--- config.mk ---
export PLATFORM = sky130hd
export DESIGN_NAME = slurm32_cpu_memory_stage
export DESIGN_NICKNAME = d
export VERILOG_FILES = /design/src/rtl/slurm32_cpu_memory_stage.sv
export SDC_FILE = /design/constraint.sdc
export NUM_CORES = 1
export LEC_CHECK = 0
export CORE_UTILIZATION = 60
export CTS_CLUSTER_DIAMETER = 30
export CTS_CLUSTER_SIZE = 30
export DETAILED_ROUTE_END_ITERATION = 10
export DONT_BUFFER_PORTS = 1
export PLACE_DENSITY = 0.76
export SETUP_SLACK_MARGIN = 0.05
export SYNTH_ARGS = -nofsm -noshare
export SYNTH_HDL_FRONTEND = slang
export SYNTH_SLANG_ARGS = --single-unit
--- constraint.sdc ---
create_clock -name CLK -period 3.5 [get_ports CLK]
set_input_delay 0.7 -clock CLK [delete_from_list [all_inputs] [get_ports CLK]]
set_output_delay 0.7 -clock CLK [all_outputs]
set_load 0.01 [all_outputs]
--- src/rtl/slurm32_cpu_memory_stage.sv ---
// Memory-access pipeline stage: one valid/ready data-bus transaction per load/store,
// pipeline stall while busy, load result formatting and a watchdog abort.
module slurm32_cpu_memory_stage #(
   parameter int unsigned BITS           = 32,
   parameter int unsigned ADDRESS_BITS   = 32,
   parameter int unsigned REGISTER_BITS  = 4,
   parameter int unsigned TIMEOUT_CYCLES = 255
) (
   input  logic                      CLK,
   input  logic                      RSTb,
   input  logic                      load_memory,
   input  logic                      store_memory,
   input  logic [ADDRESS_BITS-3:0]   load_store_address,
   input  logic [BITS-1:0]           memory_out,
   input  logic [3:0]                memory_mask,
   input  logic                      load_sign,
   input  logic [REGISTER_BITS-1:0]  load_dest,
   output logic                      bus_valid,
   output logic                      bus_wr,
   output logic [ADDRESS_BITS-3:0]   bus_addr,
   output logic [BITS-1:0]           bus_wr_data,
   output logic [3:0]                bus_wr_mask,
   input  logic                      bus_ready,
   input  logic                      bus_rd_valid,
   input  logic [BITS-1:0]           bus_rd_data,
   output logic                      stall,
   output logic                      load_data_valid,
   output logic [BITS-1:0]           load_data,
   output logic [REGISTER_BITS-1:0]  load_data_reg,
   output logic                      bus_error
);

   localparam int unsigned WADDR_BITS = ADDRESS_BITS - 2;
   localparam int unsigned MASK_BITS  = 4;
   localparam int unsigned CNT_BITS   = 8;
   localparam int unsigned BYTE_BITS  = 8;
   localparam int unsigned HALF_BITS  = 16;

   typedef enum logic [1:0] {
      IDLE    = 2'd0,
      REQ     = 2'd1,
      WAIT_RD = 2'd2
   } state_t;

   state_t                    state_q, state_d;
   logic [CNT_BITS-1:0]       cnt_q, cnt_d;
   logic                      bus_valid_q, bus_valid_d;
   logic                      bus_wr_q, bus_wr_d;
   logic [WADDR_BITS-1:0]     bus_addr_q, bus_addr_d;
   logic [BITS-1:0]           bus_wr_data_q, bus_wr_data_d;
   logic [MASK_BITS-1:0]      bus_wr_mask_q, bus_wr_mask_d;
   logic                      load_sign_q, load_sign_d;
   logic [REGISTER_BITS-1:0]  load_dest_q, load_dest_d;
   logic                      stall_q, stall_d;
   logic                      load_data_valid_q, load_data_valid_d;
   logic [BITS-1:0]           load_data_q, load_data_d;
   logic [REGISTER_BITS-1:0]  load_data_reg_q, load_data_reg_d;
   logic                      bus_error_q, bus_error_d;

   logic capture_c;
   logic handshake_c;
   logic timeout_c;

   assign capture_c   = (load_memory | store_memory) & (memory_mask != '0);
   assign handshake_c = bus_valid_q & bus_ready;
   assign timeout_c   = (cnt_q == CNT_BITS'(TIMEOUT_CYCLES));

   // Select and extend the addressed lanes of a returned word; odd masks pass the word through.
   function automatic logic [BITS-1:0] format_load(input logic [BITS-1:0]      w,
                                                   input logic [MASK_BITS-1:0] m,
                                                   input logic                 s);
      logic [BYTE_BITS-1:0] b;
      logic [HALF_BITS-1:0] h;
      logic [BITS-1:0]      r;
      b = '0;
      h = '0;
      r = w;
      case (m)
         4'b0011: begin h = w[15:0];  r = {{(BITS-HALF_BITS){s & h[15]}}, h}; end
         4'b1100: begin h = w[31:16]; r = {{(BITS-HALF_BITS){s & h[15]}}, h}; end
         4'b0001: begin b = w[7:0];   r = {{(BITS-BYTE_BITS){s & b[7]}}, b}; end
         4'b0010: begin b = w[15:8];  r = {{(BITS-BYTE_BITS){s & b[7]}}, b}; end
         4'b0100: begin b = w[23:16]; r = {{(BITS-BYTE_BITS){s & b[7]}}, b}; end
         4'b1000: begin b = w[31:24]; r = {{(BITS-BYTE_BITS){s & b[7]}}, b}; end
         default: r = w;
      endcase
      return r;
   endfunction

   // State and datapath registers
   always_ff @(posedge CLK) begin
      if (!RSTb) begin
         state_q           <= IDLE;
         cnt_q             <= '0;
         bus_valid_q       <= 1'b0;
         bus_wr_q          <= 1'b0;
         bus_addr_q        <= '0;
         bus_wr_data_q     <= '0;
         bus_wr_mask_q     <= '0;
         load_sign_q       <= 1'b0;
         load_dest_q       <= '0;
         stall_q           <= 1'b0;
         load_data_valid_q <= 1'b0;
         load_data_q       <= '0;
         load_data_reg_q   <= '0;
         bus_error_q       <= 1'b0;
      end else begin
         state_q           <= state_d;
         cnt_q             <= cnt_d;
         bus_valid_q       <= bus_valid_d;
         bus_wr_q          <= bus_wr_d;
         bus_addr_q        <= bus_addr_d;
         bus_wr_data_q     <= bus_wr_data_d;
         bus_wr_mask_q     <= bus_wr_mask_d;
         load_sign_q       <= load_sign_d;
         load_dest_q       <= load_dest_d;
         stall_q           <= stall_d;
         load_data_valid_q <= load_data_valid_d;
         load_data_q       <= load_data_d;
         load_data_reg_q   <= load_data_reg_d;
         bus_error_q       <= bus_error_d;
      end
   end

   // Next-state logic; completion is checked before the watchdog so it wins a tie
   always_comb begin
      state_d = state_q;
      case (state_q)
         IDLE: begin
            if (capture_c) state_d = REQ;
         end
         REQ: begin
            if (handshake_c)    state_d = bus_wr_q ? IDLE : WAIT_RD;
            else if (timeout_c) state_d = IDLE;
         end
         WAIT_RD: begin
            if (bus_rd_valid)   state_d = IDLE;
            else if (timeout_c) state_d = IDLE;
         end
         default: state_d = IDLE;
      endcase
   end

   // Output and datapath next values
   always_comb begin
      cnt_d             = '0;
      bus_wr_d          = bus_wr_q;
      bus_addr_d        = bus_addr_q;
      bus_wr_data_d     = bus_wr_data_q;
      bus_wr_mask_d     = bus_wr_mask_q;
      load_sign_d       = load_sign_q;
      load_dest_d       = load_dest_q;
      load_data_valid_d = 1'b0;
      load_data_d       = load_data_q;
      load_data_reg_d   = load_data_reg_q;
      bus_error_d       = 1'b0;
      bus_valid_d       = (state_d == REQ);
      stall_d           = (state_d != IDLE);

      if (state_d == state_q && state_q != IDLE) cnt_d = cnt_q + CNT_BITS'(1);

      case (state_q)
         IDLE: begin
            if (capture_c) begin
               bus_wr_d      = ~load_memory;
               bus_addr_d    = load_store_address;
               bus_wr_data_d = memory_out;
               bus_wr_mask_d = memory_mask;
               load_sign_d   = load_sign;
               load_dest_d   = load_dest;
            end
         end
         REQ: begin
            if (!handshake_c && timeout_c) bus_error_d = 1'b1;
         end
         WAIT_RD: begin
            if (bus_rd_valid) begin
               load_data_d       = format_load(bus_rd_data, bus_wr_mask_q, load_sign_q);
               load_data_valid_d = 1'b1;
               load_data_reg_d   = load_dest_q;
            end else if (timeout_c) begin
               bus_error_d = 1'b1;
            end
         end
         default: ;
      endcase
   end

   assign bus_valid       = bus_valid_q;
   assign bus_wr          = bus_wr_q;
   assign bus_addr        = bus_addr_q;
   assign bus_wr_data     = bus_wr_data_q;
   assign bus_wr_mask     = bus_wr_mask_q;
   assign stall           = stall_q;
   assign load_data_valid = load_data_valid_q;
   assign load_data       = load_data_q;
   assign load_data_reg   = load_data_reg_q;
   assign bus_error       = bus_error_q;

endmodule

# Word-level counts from Yosys, hierarchy flattened
# Cells that the tools add are included.
[classes] n_eq_ne=11 mux=12 reduce_logical=11 add_sub_neg=1 n_bitwise=8
[op_table] cell="32-bit case mux with 6 select lines" n=1
[op_table] cell="2-bit 2-to-1 mux" n=5
[op_table] cell="8-bit by 1-bit adder with 8-bit output (second input constant)" n=1
[op_table] cell="4-bit by 2-bit equality test with 1-bit output (second input constant)" n=2
[op_table] cell="4-bit equality test (second input constant)" n=2
[op_table] cell="8-bit equality test (second input constant)" n=1
[op_table] cell="2-bit AND reduction" n=4
[op_table] cell="1-bit AND" n=6
[op_table] cell="2-bit case mux with 3 select lines" n=1
[op_table] cell="2-bit by 1-bit equality test with 1-bit output (second input constant)" n=2
[op_table] cell="4-bit by 1-bit equality test with 1-bit output (second input constant)" n=1
[op_table] cell="4-bit by 3-bit equality test with 1-bit output (second input constant)" n=1
[op_table] cell="1-bit 2-to-1 mux" n=4
[op_table] cell="2-bit nonzero test" n=2
[op_table] cell="4-bit nonzero test" n=1
[op_table] cell="2-bit equality test" n=1
[op_table] cell="2-bit equality test (second input constant)" n=1
[op_table] cell="1-bit logical AND" n=2
[op_table] cell="2-bit logical NOT" n=1
[op_table] cell="1-bit case mux with 2 select lines" n=1
[op_table] cell="1-bit logical NOT" n=1
[op_table] cell="1-bit NOT" n=1
[op_table] cell="1-bit bitwise OR" n=1
[word_totals] register_bits=122 output_inout_bits=107 wordCells=57

# Longest topological paths before layout
# Gate-level depths: netlist of the first run.
[depth] word_depth=7 depth_mapped=7

# Worst setup path before layout of the first run
# OpenSTA, ideal clock, no wires.
[synth_path] path_type="input port to flip-flop" start="in memory_mask[3]" end="reg bus_wr_q, in the netlist bus_wr" setup_time_ps=116 required_time_ps=3384 arrival_ps=1873 path_slack_ps=1511 path_stages=5 path_cell_list="or4_4 -> o211a_1 -> buf_2 -> buf_2 -> o211a_1"
[synth_between] elab_chain_len=3
[synth_lines] element="start, declared" line="15" rtl="input logic [3:0] memory_mask,"
[synth_lines] element="4-bit nonzero test" line="64" rtl="assign capture_c = (load_memory | store_memory) & (memory_mask != '0);"
[synth_lines] element="1-bit AND" line="64"
[synth_lines] element="2-bit AND reduction (no line)"
[synth_lines] element="end signal, assigned" line="111" rtl="bus_wr_q <= bus_wr_d;"
[synth_lines] element="end, declared" line="48" rtl="logic bus_wr_q, bus_wr_d;"
# Every way passes these cells.
# A chain may end at the register's enable or synchronous reset.

# Worst setup path in the final report of the first run
[layout_path] start="reg bus_wr_mask_q[1], in the netlist bus_wr_mask[1]" end="reg load_data_q[30], in the netlist load_data[30]"
[layout_between] elab_chain_len=2 elab_cells_between_ends=7 cone_classes="6 x eq/ne; 1 x mux"
[layout_lines] element="start, declared" line="51" rtl="logic [MASK_BITS-1:0] bus_wr_mask_q, bus_wr_mask_d;"
[layout_lines] element="start signal, assigned" line="114" rtl="bus_wr_mask_q <= bus_wr_mask_d;"
[layout_lines] element="4-bit equality test (tied with other cells)"
[layout_lines] element="32-bit case mux with 6 select lines *" line="78" rtl="case (m)"
[layout_lines] element="end signal, assigned" line="119" rtl="load_data_q <= load_data_d;"
[layout_lines] element="end, declared" line="56" rtl="logic [BITS-1:0] load_data_q, load_data_d;"
# Every way passes the cells marked *; elsewhere a longest branch is shown, timed or not.

==> impl_metrics.tcl, run 1 <==
set metrics [dict create \
    nets 713 \
    crit_slowest_cell "dfxtp_1" \
    synth_fp_nets 732 \
    grt.overflow.total 0 \
    largest_reg_flops 36 \
    slowest_delay_ns 0.76 \
    ys_seq_area_share_pct 46.2 \
    num_rows 33 \
    clock.fmax_ghz 0.383 \
    portBuffers 0 \
    drc_errors 0 \
    syn-cell-area_mm2 0.00528 \
    clk_latency_ns 0.51 \
    final_antenna_net_count 0 \
    setup-tns-final_ns 0 \
    fin_crit_sh_pct 74.7 \
    core_area_mm2 0.00838 \
    final.min_clock_period_ns 2.61 \
    slew_violations 0 \
    syn_area_per_cell_um2 8.55 \
    cts_made_buffers 17 \
    grt_pass1_vias 3874 \
    holdPathStages 1 \
    dr.pass1.iters 5 \
    fill_cells 664 \
    min_path_type "input port to flip-flop" \
    cp_max_fo 17 \
    dieArea_mm2 0.00918 \
    ff2ff_path_depth 4 \
    start_kind "flip-flop" \
    grt_max_degree 114 \
    maxCapViolCount 0 \
    dr.first_iter.drc_count 166 \
    viasPerCell 6.07 \
    r2r_setup_slack_ns 0.89 \
    crit_required_ns 3.86 \
    async_flop_share_pct 0 \
    tritoncts_num_sinks 122 \
    powerDensity_mw_per_mm2 677 \
    gp_congestion 0.841 \
    antenna_cells 0 \
    cts.path.max_buffers 2 \
    end_kind "flip-flop" \
    cts_tree "built" \
    drive_above_1_share_pct 10.1 \
    grt_first_pass_wirelength_mm 19.1 \
    netlist_instances 618 \
    hold_viol 0 \
    synth-edff-count 0 \
    yosys_warnings 0 \
    ctsResizeCount 0 \
    clock_skew_ns 0.00797 \
    clk_pin_slew_ns 0.06 \
    dp_hpwl_mm 8.63 \
    start_util_pct 63.0 \
    vdd_drop_max_v 0.000452 \
    fin_util_pct 70.0 \
    ys_seq_elements 122 \
    outcome "complete, no violations" \
    die_w_um 95.8 \
    die_height_um 95.8 \
    post_cts_buffers 0 \
    p_leak_nw 2.19 \
    crit_path_cell_trace "nor2_1 -> a32o_2 -> o311ai_4 -> a21oi_1" \
    worstSetupPathType "flip-flop to flip-flop" \
    cts-root-buf "clkbuf_8" \
    max-slew-margin-rel_pct 18.6 \
    drt-total-wl_mm 12.9 \
    io_pins 216 \
    ys.flop_type "dfxtp_1" \
    synth_cell_types 55 \
    track_usage_pct 27.2 \
    htreeDepth 4 \
    syn2layout_area_growth_pct 11.1 \
    cp.arrival_ns 2.97 \
    holdBufCountCts 0 \
    antenna_found_initial 0 \
    rsz0062_at_grt "no" \
    wl_per_cell_um 17.9 \
    setup_viol_count_final 0 \
    vias 4349 \
    hold_slack_ns 0.322 \
    worst_slew_pin_slew_ns 1.22 \
]
## synthesized netlist by cell type (all sizes together), types with 2 or more instances
| master | number | share of area [%] |
|---|---|---|
| a211oi | 3 | 0.62 |
| a21boi | 76 | 11 |
| a21oi | 65 | 6.9 |
| a221oi | 7 | 1.2 |
| a22o | 7 | 1.2 |
| and2 | 12 | 1.5 |
| and3 | 4 | 0.47 |
| buf | 16 | 2.8 |
| clkbuf | 27 | 1.9 |
| dfxtp | 122 | 46 |
| ha | 5 | 1.2 |
| inv | 4 | 0.28 |
| nand2 | 165 | 12 |
| nand2b | 3 | 0.36 |
| nand3 | 3 | 0.28 |
| nand3b | 11 | 1.6 |
| nor2 | 11 | 0.92 |
| nor2b | 2 | 0.24 |
| o211a | 2 | 0.38 |
| o211ai | 2 | 0.38 |
| o21ai | 42 | 4.0 |
| xnor2 | 3 | 0.50 |
| xor2 | 5 | 0.97 |
## metal layers
metal,routed length [µm],track usage (%),vias up
li1,-,-,2087
met5,0,0,-
met3,1310,10.0,32
met4,381,13.6,0
met2,6150,44.2,209
met1,5010,31.7,2021
## cells in the final DEF, fill, tap and decap left out, types with 4 or more instances in the layout
master      instances
ha_1                5
a21oi_1            55
bufinv_16           5
inv_1               4
a21boi_0           76
and3_1              4
clkbuf_16          16
nand2_1           165
nor2_1             10
clkinvlp_4          4
a21oi_2            10
buf_4               5
xor2_1              4
a221oi_1            7
a22o_1              7
dfxtp_1           122
o21ai_0            40
and2_1             11
nand3b_1           11
## cell type report
cell class | count | area, µm² | share of cell area, %
multi-input combinational | 449 | 2580 | 44.1
clock buffer | 19 | 442 | 7.53
inverter | 4 | 15.0 | 0.256
clock inverter | 13 | 215 | 3.67
tap | 105 | 131 | 2.24
sequential | 122 | 2440 | 41.6
timing repair buffer | 5 | 37.5 | 0.640
## critical path, delay by kind of cell, from the launching register on
family	cells	cell delay [ns]
compound gates	3	1.32
flops	1	0.76
simple gates	1	0.38
## report_power, final
| part | total [W] | switching (W) | internal (W) | leakage (nW) |
|---|---|---|---|---|
| Combinational | 0.000412 | 0.000257 | 0.000155 | 0.883 |
| Sequential | 0.00164 | 0.000141 | 0.00149 | 0.998 |
| Clock | 0.00193 | 0.000653 | 0.00127 | 0.307 |
## final timing paths
path / endpoint / startpoint
max: load_data[30] / bus_wr_mask[1]
min: bus_wr / RSTb
max reg2reg: load_data[30] / bus_wr_mask[1]
min reg2reg: cnt_q[0] / cnt_q[0]
## metrics by stage
stage,cells,area (µm²),worst slack (ns),total power [W]
3_5_place_dp,685,5210,0.935,0.00208
3_3_place_gp,685,5210,1.08,0.00206
6_report,717,5870,0.886,0.00397
4_1_cts,717,5870,0.940,0.00399
2_1_floorplan,618,5280,1.51,0.00201
5_1_grt,717,5870,0.795,0.00411
## cells by family after synthesis
| group | after synthesis | share of synthesized area (%) |
|---|---|---|
| xor+xnor | 8 | 1.47 |
| fa+ha+maj | 5 | 1.18 |
| simple gates | 220 | 18.4 |
| compound gates | 216 | 27.7 |
| buf+inv | 47 | 5.00 |
| flops | 122 | 46.2 |
Power figures use the tool's default switching activity.
==> inputs of run 2 (changes only) <==
==> constraint.sdc (replaced) <==
create_clock -name CLK -period 2.6 [get_ports CLK]
set_input_delay 0.52 -clock CLK [delete_from_list [all_inputs] [get_ports CLK]]
set_output_delay 0.52 -clock CLK [all_outputs]
set_load 0.01 [all_outputs]
==> impl_metrics.tcl, run 2 (same netlist as run 1, synthesis figures left out) <==
set metrics [dict create \
    core_area_mm2 0.00838 \
    final_antenna_net_count 0 \
    start_util_pct 63.0 \
    cts_made_buffers 17 \
    worstSetupPathType "flip-flop to flip-flop" \
    vias 4340 \
    dr.first_iter.drc_count 228 \
    ff2ff_path_depth 5 \
    fin_crit_sh_pct 82.5 \
    nets 720 \
    syn2layout_area_growth_pct 11.4 \
    hold_slack_ns 0.150 \
    worst_slew_pin_slew_ns 0.845 \
    r2r_setup_slack_ns 0.46 \
    portBuffers 0 \
    num_rows 33 \
    antenna_cells 0 \
    setup_viol_count_final 0 \
    final_common_cell "nand2_1" \
    gp_congestion 0.845 \
    min_path_type "input port to flip-flop" \
    htreeDepth 4 \
    dp_hpwl_mm 8.93 \
    largest_reg_flops 36 \
    post_cts_buffers 0 \
    cp_max_fo 18 \
    wl_per_cell_um 17.9 \
    p_leak_nw 2.21 \
    layoutNonFillerInstCount 723 \
    start_kind "flip-flop" \
    io_pins 216 \
    final.min_clock_period_ns 2.14 \
    grt_pass1_vias 4173 \
    clock_skew_ns 0.00708 \
    clock.fmax_ghz 0.466 \
    finalInstanceArea_mm2 0.00589 \
    vdd_drop_max_v 0.000488 \
    tritoncts_num_sinks 122 \
    max-slew-margin-rel_pct 43.5 \
    cts_tree "built" \
    dpl.cell_count 692 \
    grt_max_degree 114 \
    cts.path.max_buffers 2 \
    drive_above_1_share_pct 11.0 \
    dieArea_mm2 0.00918 \
    outcome "complete, no violations" \
    clk_pin_slew_ns 0.06 \
    grt_first_pass_wirelength_mm 20.0 \
    crit_required_ns 2.96 \
    setup-tns-final_ns 0 \
    maxCapViolCount 0 \
    die_height_um 95.8 \
    holdBufCountCts 0 \
    viasPerCell 6.00 \
    rsz0062_at_grt "no" \
    ctsResizeCount 0 \
    powerDensity_mw_per_mm2 886 \
    cts-root-buf "clkbuf_8" \
    worstHoldStart "RSTb" \
    die_w_um 95.8 \
    post_dp_cell_area_mm2 0.00528 \
    drt-total-wl_mm 12.9 \
    end_kind "flip-flop" \
    timing.rr.end "load_data[7]" \
    reg2reg_from "bus_wr_mask[2]" \
    dr.pass1.iters 5 \
    final_cell_mix "nand2_1, dfxtp_1, a21boi_0" \
    hold_viol 0 \
    hold_end "bus_wr" \
    slew_violations 0 \
    drc_errors 0 \
    track_usage_pct 28.3 \
    clk_latency_ns 0.51 \
    antenna_found_initial 0 \
    cp.arrival_ns 2.51 \
    grt.overflow.total 0 \
    fill_cells 671 \
    holdPathStages 1 \
    fin_util_pct 70.2 \
]
run 2: power by group:
| part | switching [W] | internal [W] | total (W) |
|---|---|---|---|
| Clock | 0.000878 | 0.00156 | 0.00243 |
| Combinational | 0.000374 | 0.000226 | 0.000600 |
| Sequential | 0.000171 | 0.00201 | 0.00218 |
run 2: per-layer routing:
metal,up-vias,part of all wire [%],global-route usage (%)
li1,2102,-,-
met1,1987,39,31.4
met2,222,48,47.3
met3,29,11,12.6
met4,0,2.1,11.1
met5,-,0,0
run 2: worst max-delay path by stage:
stage	slack, ns	startpoint	end
2_1_floorplan	0.79	memory_mask[3]	bus_wr
3_3_place_gp	0.58	bus_wr_mask[3]	load_data[30]
3_5_place_dp	0.51	bus_wr_mask[3]	load_data[18]
4_1_cts	0.50	bus_wr_mask[3]	load_data[18]
5_1_grt	0.31	bus_wr_mask[2]	load_data[6]
6_report	0.46	bus_wr_mask[2]	load_data[7]
run 2: critical path, cell delays in order (launching register included):
cell	delay, ns
dfxtp_1	0.46
buf_4	0.27
nor2_4	0.26
o21ai_1	0.14
a2111oi_0	0.72
a21oi_1	0.15
run 2: layout make-up:
class / instances / area (µm²) / area share (%)
timing repair buffer: 12 / 103 / 1.74
inverter: 4 / 15.0 / 0.255
multi-input combinational: 449 / 2580 / 43.9
clock buffer: 17 / 414 / 7.04
sequential: 122 / 2440 / 41.5
clock inverter: 14 / 195 / 3.32
tap: 105 / 131 / 2.23
run 2: per-stage QoR:
step	total power, W	setup WS [ns]
finish	0.00522	0.456
global route	0.00543	0.312
CTS	0.00524	0.498
detailed placement	0.00282	0.510
global placement	0.00279	0.584
floorplan	0.00271	0.791
==> inputs of run 3 (changes only) <==
==> constraint.sdc (replaced) <==
create_clock -name CLK -period 2.1 [get_ports CLK]
set_input_delay 0.42 -clock CLK [delete_from_list [all_inputs] [get_ports CLK]]
set_output_delay 0.42 -clock CLK [all_outputs]
set_load 0.01 [all_outputs]
==> impl_metrics.tcl, run 3 (same netlist as run 1, synthesis figures left out) <==
set metrics [dict create \
    outcome "complete, no violations" \
    cp.arrival_ns 2.25 \
    max-slew-margin-rel_pct 61.7 \
    final.min_clock_period_ns 1.87 \
    worst_slack_ns 0.226 \
    worst_slew_pin_slew_ns 0.571 \
    die_height_um 95.8 \
    core_area_mm2 0.00838 \
    reg2reg_from "bus_wr_mask[1]" \
    grt_max_degree 114 \
    rsz0062_at_grt "no" \
    num_rows 33 \
    slew_violations 0 \
    worstSetupPathType "flip-flop to flip-flop" \
    viasPerCell 5.98 \
    p_leak_nw 2.25 \
    io_pins 216 \
    clk_latency_ns 0.50 \
    cts_tree "built" \
    vdd_drop_max_v 0.000809 \
    crit_required_ns 2.48 \
    ff2ff_path_depth 6 \
    r2r_setup_slack_ns 0.23 \
    post_dp_cell_area_mm2 0.00536 \
    finalInstanceArea_mm2 0.00596 \
    vias 4375 \
    hold_viol 0 \
    clock.fmax_ghz 0.534 \
    powerDensity_mw_per_mm2 1060 \
    grt.overflow.total 0 \
    wl_per_cell_um 17.9 \
    multi_input_area_mm2 0.00260 \
    htreeDepth 4 \
    grt_first_pass_wirelength_mm 19.7 \
    start_kind "flip-flop" \
    antenna_cells 0 \
    cts.path.max_buffers 2 \
    cts_made_buffers 17 \
    place_ws_ns 0.202 \
    maxCapViolCount 0 \
    holdBufCountCts 0 \
    dr.first_iter.drc_count 210 \
    dr.pass1.iters 4 \
    min_path_type "input port to flip-flop" \
    fin_crit_sh_pct 89.3 \
    timing.rr.end "load_data[16]" \
    gp_congestion 0.866 \
    die_w_um 95.8 \
    worstHoldStart "load_store_address[25]" \
    nets 728 \
    drive_above_1_share_pct 12.1 \
    seqCellArea_mm2 0.00244 \
    grt_pass1_vias 4212 \
    tritoncts_num_sinks 122 \
    dp_hpwl_mm 9.08 \
    final_antenna_net_count 0 \
    cp_max_fo 16 \
    p_total_w 0.00634 \
    holdPathStages 2 \
    cts-root-buf "clkbuf_8" \
    track_usage_pct 28.2 \
    clk_pin_slew_ns 0.06 \
    fill_cells 651 \
    final_common_cell "nand2_1" \
    antenna_found_initial 0 \
    setup-tns-final_ns 0 \
    drt-total-wl_mm 13.1 \
    end_kind "flip-flop" \
    clock_skew_ns 0.0162 \
    portBuffers 0 \
    setup_viol_count_final 0 \
    syn2layout_area_growth_pct 12.8 \
    dieArea_mm2 0.00918 \
    hold_end "bus_addr[25]" \
    drc_errors 0 \
    final_cell_mix "nand2_1, dfxtp_1, a21boi_0" \
    start_util_pct 63.0 \
    largest_reg_flops 36 \
]
run 3: cell count changes in the layout (fill, tap and decap cells not counted), moves of 2 or more:
cell      before  now
buf_12         1    3
buf_4         11   17
clkinv_2       2    4
inv_6          3    0
run 3: report_power, final:
group	internal (W)	switching, W
Combinational	0.000318	0.000481
Clock	0.00182	0.00101
Sequential	0.00249	0.000212
run 3: how the worst max path moves through the flow:
stage | start | to | slack [ns] | cells past startpoint
4_1_cts | state_q[1] | bus_wr_data[8] | 0.18 | 6
2_1_floorplan | memory_mask[3] | bus_wr | 0.39 | 5
3_3_place_gp | memory_mask[3] | bus_addr[1] | 0.30 | 5
3_5_place_dp | bus_wr_mask[3] | load_data[7] | 0.20 | 4
6_report | bus_wr_mask[1] | load_data[16] | 0.23 | 6
5_1_grt | state_q[1] | bus_addr[27] | 0.08 | 6
run 3: cell type report:
| type | instances | area share, % |
|---|---|---|
| tap | 105 | 2.21 |
| timing repair buffer | 20 | 3.15 |
| inverter | 4 | 0.252 |
| multi-input combinational | 449 | 43.6 |
| clock buffer | 19 | 7.25 |
| clock inverter | 12 | 2.52 |
| sequential | 122 | 41.0 |
run 3: what timing repair did:
item / in CTS / in global routing
hold endpoints to repair: 0 / 0
endpoints found under the setup margin: 0 / 13
resized for setup: 0 / 3
setup buffers: 0 / 0
run 3: metal layers:
metal / up-vias / GRT usage [%] / share of wire (%)
met5: - / 0 / 0
met4: 0 / 12.1 / 2.0
met3: 24 / 12.8 / 11
met2: 208 / 48.0 / 49
met1: 2023 / 30.2 / 38
li1: 2120 / - / -
run 3: metrics by stage:
step | utilization [%] | std cells | hold WS, ns
2_1_floorplan | - | 618 | 0.426
3_3_place_gp | 64.0 | 700 | 0.439
3_5_place_dp | 64.0 | 700 | 0.458
4_1_cts | 70.9 | 731 | 0.0434
5_1_grt | 71.1 | 731 | 0.0382
6_report | 71.1 | 731 | 0.0585
run 3: critical path, cell delays in order (launching register included):
cell and delay [ns]:
dfxtp_1 0.57, nor2_1 0.07, buf_4 0.20, a32o_2 0.30, o311ai_4 0.21, buf_4 0.29, a21oi_1 0.10
